<file path="src/rtl/game_pkg.sv">
// Shared definitions for the game controller slice.
// Holds the FSM state encoding, the speed-level width, the default
// parameter values and a small width helper used to size counters.
package game_pkg;

  typedef enum logic [2:0] {
    ST_IDLE    = 3'd0,
    ST_LOAD    = 3'd1,
    ST_DRIVE   = 3'd2,
    ST_RECOVER = 3'd3,
    ST_PAUSE   = 3'd4,
    ST_WIN     = 3'd5,
    ST_LOSE    = 3'd6
  } state_t;

  localparam int unsigned SPEED_W = 2;

  localparam int unsigned DEF_WIN_COINS     = 10;
  localparam int unsigned DEF_SCORE_W       = 4;
  localparam int unsigned DEF_LIVES         = 3;
  localparam int unsigned DEF_BASE_DIV      = 25_000_000;
  localparam int unsigned DEF_RECOVER_TICKS = 4;

  // Number of bits needed to hold values 0..max_val (at least 1).
  function automatic int unsigned bits_for(input int unsigned max_val);
    int unsigned w;
    w = 1;
    while ((max_val >> w) != 0) w++;
    return w;
  endfunction

endpackage

</file>
<file path="src/rtl/tick_gen.sv">
// Game-step tick divider.
// Produces a one-cycle tick every (BASE_DIV >> speed) enabled cycles.
// Ports:
//   clock  - system clock
//   reset  - asynchronous active-high reset
//   enable - count only while high; the count is held while low
//   clear  - synchronous clear of the count
//   speed  - speed level; higher levels shorten the period
//   tick   - one-cycle strobe, decoded from the registered count
module tick_gen
  import game_pkg::*;
#(
  parameter int unsigned BASE_DIV = DEF_BASE_DIV
) (
  input  logic               clock,
  input  logic               reset,
  input  logic               enable,
  input  logic               clear,
  input  logic [SPEED_W-1:0] speed,
  output logic               tick
);

  localparam int unsigned CNT_W = bits_for(BASE_DIV);

  logic [CNT_W-1:0] cnt;
  logic [CNT_W-1:0] last;
  int unsigned      period;

  // A period that shifts down to zero behaves as one cycle per tick.
  always_comb begin
    period = BASE_DIV >> speed;
    if (period == 0) period = 1;
    last = CNT_W'(period - 1);
  end

  assign tick = enable && (cnt == last);

  always_ff @(posedge clock or posedge reset) begin
    if (reset) begin
      cnt <= '0;
    end else if (clear) begin
      cnt <= '0;
    end else if (enable) begin
      cnt <= tick ? '0 : cnt + CNT_W'(1);
    end
  end

endmodule

</file>
<file path="src/rtl/game_controller.sv">
// Top-level game controller: sequences a game through load, drive,
// recovery, pause and end screens, counts coins and lives, and
// generates the game-step Tick.
// Ports:
//   CLOCK_50   - system clock
//   Reset      - asynchronous active-high reset
//   EnterEn    - start / resume pulse
//   PauseEn    - pause toggle pulse
//   LoadDone   - screen and sprite load complete (level)
//   SpeedSel   - speed level, sampled when leaving LOAD
//   CoinEn     - coin collision pulse
//   PoliceEn   - police collision pulse
//   Tick       - one-cycle game-step strobe
//   DriveEn    - high while driving or recovering
//   Score      - coins collected
//   Lives      - lives remaining
//   WinScreen, LoseScreen, Paused - end / pause status
//   State      - current FSM state encoding
module game_controller
  import game_pkg::*;
#(
  parameter int unsigned WIN_COINS     = DEF_WIN_COINS,
  parameter int unsigned SCORE_W       = DEF_SCORE_W,
  parameter int unsigned LIVES         = DEF_LIVES,
  parameter int unsigned BASE_DIV      = DEF_BASE_DIV,
  parameter int unsigned RECOVER_TICKS = DEF_RECOVER_TICKS
) (
  input  logic               CLOCK_50,
  input  logic               Reset,
  input  logic               EnterEn,
  input  logic               PauseEn,
  input  logic               LoadDone,
  input  logic [1:0]         SpeedSel,
  input  logic               CoinEn,
  input  logic               PoliceEn,
  output logic               Tick,
  output logic               DriveEn,
  output logic [SCORE_W-1:0] Score,
  output logic [2:0]         Lives,
  output logic               WinScreen,
  output logic               LoseScreen,
  output logic               Paused,
  output logic [2:0]         State
);

  localparam int unsigned REC_W = bits_for(RECOVER_TICKS);

  localparam logic [SCORE_W-1:0] WIN_VAL   = SCORE_W'(WIN_COINS);
  localparam logic [2:0]         LIVES_VAL = 3'(LIVES);
  localparam logic [REC_W-1:0]   REC_VAL   = REC_W'(RECOVER_TICKS);

  state_t               state;
  state_t               state_nxt;
  state_t               saved;
  logic [SPEED_W-1:0]   speed;
  logic [SCORE_W-1:0]   score;
  logic [SCORE_W-1:0]   score_inc;
  logic [2:0]           lives;
  logic [REC_W-1:0]     rec_cnt;
  logic                 tick;
  logic                 active;
  logic                 div_clear;
  logic                 police_hit;
  logic                 coin_hit;
  logic                 coin_win;
  logic                 last_life;
  logic                 rec_expire;
  logic                 load_entry;
  logic                 pause_entry;

  // Collision and event decode shared by the FSM and the datapath.
  // Police outranks a coin in the same cycle; police is only felt in DRIVE.
  always_comb begin
    active      = (state == ST_DRIVE) || (state == ST_RECOVER);
    div_clear   = (state == ST_LOAD);
    score_inc   = score + SCORE_W'(1);
    police_hit  = (state == ST_DRIVE) && PoliceEn;
    coin_hit    = active && CoinEn && !police_hit && (score != WIN_VAL);
    coin_win    = coin_hit && (score_inc == WIN_VAL);
    last_life   = (lives <= 3'd1);
    // Recovery ends on the tick that takes the counter from 1 to 0,
    // or immediately if the counter is already 0.
    rec_expire  = (state == ST_RECOVER) &&
                  ((rec_cnt == '0) || (tick && (rec_cnt == REC_W'(1))));
    load_entry  = (state == ST_IDLE) && EnterEn;
    pause_entry = active && (state_nxt == ST_PAUSE);
  end

  tick_gen #(
    .BASE_DIV (BASE_DIV)
  ) u_tick_gen (
    .clock  (CLOCK_50),
    .reset  (Reset),
    .enable (active),
    .clear  (div_clear),
    .speed  (speed),
    .tick   (tick)
  );

  // State register.
  always_ff @(posedge CLOCK_50 or posedge Reset) begin
    if (Reset) state <= ST_IDLE;
    else       state <= state_nxt;
  end

  // Next-state logic.
  always_comb begin
    state_nxt = state;
    unique case (state)
      ST_IDLE:    if (EnterEn) state_nxt = ST_LOAD;
      ST_LOAD:    if (LoadDone) state_nxt = ST_DRIVE;
      ST_DRIVE: begin
        if (police_hit)   state_nxt = last_life ? ST_LOSE : ST_RECOVER;
        else if (coin_win) state_nxt = ST_WIN;
        else if (PauseEn)  state_nxt = ST_PAUSE;
      end
      ST_RECOVER: begin
        if (coin_win)        state_nxt = ST_WIN;
        else if (PauseEn)    state_nxt = ST_PAUSE;
        else if (rec_expire) state_nxt = ST_DRIVE;
      end
      ST_PAUSE:   if (PauseEn || EnterEn) state_nxt = saved;
      ST_WIN,
      ST_LOSE:    if (EnterEn) state_nxt = ST_IDLE;
      default:    state_nxt = ST_IDLE;
    endcase
  end

  // Game datapath: score, lives, recovery counter, pause context, speed.
  always_ff @(posedge CLOCK_50 or posedge Reset) begin
    if (Reset) begin
      score   <= '0;
      lives   <= LIVES_VAL;
      rec_cnt <= '0;
      saved   <= ST_DRIVE;
      speed   <= '0;
    end else begin
      if (load_entry) begin
        score   <= '0;
        lives   <= LIVES_VAL;
        rec_cnt <= '0;
      end else begin
        if (coin_hit) score <= score_inc;
        if (police_hit && (lives != 3'd0)) lives <= lives - 3'd1;
        if (police_hit && !last_life) begin
          rec_cnt <= REC_VAL;
        end else if ((state == ST_RECOVER) && tick && (rec_cnt != '0)) begin
          rec_cnt <= rec_cnt - REC_W'(1);
        end
      end
      if ((state == ST_LOAD) && LoadDone) speed <= SpeedSel;
      if (pause_entry) saved <= state;
    end
  end

  // Output decode.
  always_comb begin
    Tick       = tick;
    DriveEn    = active;
    Score      = score;
    Lives      = lives;
    WinScreen  = (state == ST_WIN);
    LoseScreen = (state == ST_LOSE);
    Paused     = (state == ST_PAUSE);
    State      = state;
  end

endmodule
</file>
<file path="config.mk">
export PLATFORM = sky130hd
export DESIGN_NAME = game_controller
export DESIGN_NICKNAME = d
export VERILOG_FILES = /design/src/rtl/game_pkg.sv /design/src/rtl/tick_gen.sv /design/src/rtl/game_controller.sv
export SDC_FILE = /design/constraint.sdc
export NUM_CORES = 1
export LEC_CHECK = 0
export BUFFER_PORTS_ARGS = -buffer_cell sky130_fd_sc_hd__buf_2
export CAP_MARGIN = 5
export CORE_UTILIZATION = 60
export DETAILED_ROUTE_END_ITERATION = 8
export PLACE_DENSITY = 0.8
export SLEW_MARGIN = 20
export SYNTH_ARGS = -nofsm -noshare
export SYNTH_HDL_FRONTEND = slang
export SYNTH_HIERARCHICAL = 1
export SYNTH_SLANG_ARGS = --single-unit
</file>
<file path="constraint.sdc">
create_clock -name CLOCK_50 -period 3.1 [get_ports CLOCK_50]
set_input_delay 0.155 -clock CLOCK_50 [delete_from_list [all_inputs] [get_ports CLOCK_50]]
set_output_delay 0.155 -clock CLOCK_50 [all_outputs]
set_load 0.01 [all_outputs]
</file>
==> results.json <==
{
  "status": "complete, no violations",
  "grt_use_total_pct": 27.0,
  "drv_cap": 0,
  "p_leak_nw": 1.43,
  "slew_headroom_pct": 36.8,
  "criticalPathCategory": "reg2out",
  "endpoint_kind": "output port",
  "seqPwrFrac_pct": 36.3,
  "skew_ns": 0.00251,
  "io_buffers": 23,
  "period_needed_ns": 2.94,
  "worstMarginPinSlew_ns": 0.947,
  "totalWireLength_mm": 6.45,
  "grt_pass1_vias": 2333,
  "crit_arrival_ns": 2.79,
  "syn_to_final_growth_pct": 9.75,
  "yosysSeqAreaShare_pct": 37.2,
  "async_flop_share_pct": 100,
  "start_util_pct": 64.4,
  "start_kind": "flip-flop",
  "final_antenna_net_count": 0,
  "synth_cell_types": 66,
  "switchingPower_uw": 851,
  "cts_made_buffers": 5,
  "numClockSinks": 43,
  "path_cells": "nand2b_1, ha_1, xnor2_1, a2111oi_0, o211ai_1, nor3_1, buf_2",
  "grt_pass1_wl_mm": 10.7,
  "core_um2": 4500,
  "die_w_um": 71.5,
  "setup_viol": 0,
  "clock.fmax_ghz": 0.340,
  "p_sw_share_pct": 40.2,
  "crit_buf_inv": 1,
  "syn-num-nets": 345,
  "path_max_fanout": 8,
  "grt_max_degree": 26,
  "drcViolationCount": 0,
  "p_clk_share_pct": 21.0,
  "drive_above_1_share_pct": 16.0,
  "n_antenna_cell": 0,
  "drt-vias-per-instance": 6.27,
  "place_ws_ns": 0.285,
  "reg2reg_slack_ns": 0.21,
  "nNetsFinal": 369,
  "fin_area_um2": 3180,
  "gp_congestion": 0.911,
  "antenna_found_initial": 0,
  "chipHeight_um": 71.5,
  "ys_ff_latch": 43,
  "num_io_pins": 24,
  "drt-pass1-iter-count": 4,
  "powerDensity_nw_per_um2": 665,
  "cp_slowest_cell": "a2111oi_0",
  "p_int_mw": 1.27,
  "ys.flop_type": "dfrtp_1",
  "avgRoutedWirePerCell_um": 16.0,
  "clockRootBuffer": "clkbuf_8",
  "finalPower_mw": 2.12,
  "syn_inst": 325,
  "yosysWarnings": 6,
  "rsz0062_at_grt": "no",
  "final_hold_viol_count": 0,
  "synth_edf_count": 0,
  "required_ns": 2.94,
  "drv_slew": 0,
  "hold_path_class": "in2reg",
  "min_period_over_period_pct": 94.9,
  "cts_tree": "yes",
  "hpwl_mm": 4.61,
  "tns_ns": 0,
  "clk_latency_ns": 0.30,
  "cp_top_family": "compound AO/OA/AOI/OAI gates",
  "routed-via-count": 2519,
  "fill_cells": 371,
  "vdd_drop_max_uv": 500,
  "clk_pin_slew_ns": 0.08,
  "design.die.area_um2": 5120,
  "clockBufferDepth": 2,
  "initialDrtViolationCount": 187,
  "timing.final.ws_setup_ns": 0.157,
  "comb_power_share_pct": 42.7,
  "post_cts_buffers": 0,
  "syn_area_per_cell_um2": 8.93,
  "grt_remaining_overflow": 0,
  "htreeDepth": 2,
  "whs_ns": 0.107,
  "cpPeakStageDelay_ns": 0.48,
  "dpl-instance-area_um2": 3060,
  "rows": 24,
  "syn_area_um2": 2900
}
worst reg2reg max path, cell delays in order, from the launching register on:
cell and delay [ns]:
dfrtp_1 0.46, nand2b_1 0.19, ha_1 0.31, xnor2_1 0.16
a2111oi_0 0.48, o211ai_1 0.22, nor3_1 0.43, nand2_1 0.11
a21oi_2 0.19, nor2_1 0.06, a211oi_1 0.19
synth_stat cells (8+ instances only):
cell | instances | area share (%)
xnor2_1 | 8 | 2.4
nand2_1 | 29 | 3.8
and3_1 | 11 | 2.4
dfrtp_1 | 40 | 34
a21oi_1 | 8 | 1.4
buf_2 | 8 | 1.4
o21ai_0 | 12 | 2.1
ha_1 | 11 | 4.7
nor2_1 | 38 | 4.9
inv_1 | 13 | 1.7
nand3_1 | 14 | 2.4
xor2_1 | 14 | 4.2
power groups by stage:
stage	clock network, mW	registers [mW]	logic, mW
2_1_floorplan	0	0.759	0.672
3_3_place_gp	0	0.774	0.873
3_5_place_dp	0	0.774	0.896
4_1_cts	0.450	0.766	0.899
5_1_grt	0.475	0.785	0.994
6_report	0.444	0.769	0.905
logic make-up (layout without fill, tap and decap cells):
group                      after synthesis  after routing  synth area share [%]
AOI/OAI and AO/OA                       66             66                  16.4
DFF                                     43             43                  37.2
xor gates and xnor gates                22             22                  6.64
and+or+nand+nor                        152            152                  29.0
adders and majority gates               11             11                  4.74
muxes                                    4              4                  1.64
buffers and inverters                   27             52                  4.36
sequential cells by signal, summed over array words and instances, names as in the netlist:
| name | cells |
|---|---|
| Lives | 3 |
| Score | 4 |
| State | 3 |
| rec_cnt | 3 |
| u_tick_gen/cnt | 25 |
| saved | 3 |
| speed | 2 |
stage by stage:
step,util [%],instances
3_5_place_dp,68.0,393
3_3_place_gp,68.0,393
4_1_cts,70.7,402
2_1_floorplan,-,325
5_1_grt,70.7,402
6_report,70.7,402
path summary, 6_finish.rpt:
check	from	endpoint	depth (start not counted)
setup / recovery	speed[0]$_DFFE_PP0P_	Tick	7
hold / removal	SpeedSel[1]	speed[1]$_DFFE_PP0P_	2
setup reg to reg	speed[0]$_DFFE_PP0P_	rec_cnt[1]$_DFFE_PP0P_	10
hold reg to reg	saved[2]$_DFFE_PP0P_	saved[2]$_DFFE_PP0P_	1
max in group asynchronous	Reset	u_tick_gen/cnt[13]$_DFFE_PP0P_	3
min in group asynchronous	Reset	Score[3]$_DFFE_PP0P_	3
area by class of cell:
| cell class | count | area, um^2 | area share [%] |
|---|---|---|---|
| clock buffers | 5 | 68.8 | 2.16 |
| clock inverters | 3 | 43.8 | 1.38 |
| inverters | 13 | 48.8 | 1.53 |
| multi-input cells | 255 | 1700 | 53.4 |
| flip-flops and latches | 43 | 1080 | 33.9 |
| well taps | 52 | 65.1 | 2.04 |
| repair buffers | 31 | 178 | 5.58 |
layout by cell type, fill, tap and decap left out, types with 3 or more instances in the layout:
cell	instances
dfrtp_1	40
nor2_1	38
nand2_1	29
buf_2	23
nand3_1	14
xor2_1	14
inv_1	13
o21ai_0	12
and3_1	11
ha_1	11
a21oi_1	8
xnor2_1	8
nor3_1	7
buf_4	7
nand4_1	7
nor3b_1	6
and2_1	6
nand2b_1	6
o21ai_1	5
clkbuf_8	5
nand3b_1	4
o211ai_1	4
a211oi_1	4
dfstp_2	3
nor4b_1	3
a211o_1	3
a31oi_1	3
nand4b_1	3
metal layers:
metal  GRT usage, %  routed length, um
met1           33.3               2800
met2           46.3               3100
met3           5.20                355
met4           11.5                184
met5              0                  0
timing repair:
action,CTS,global route
hold buffers,1,0
endpoints found under the hold margin,15,0
resized for setup,0,0
No activity file was read; power rests on OpenSTA's default activity.
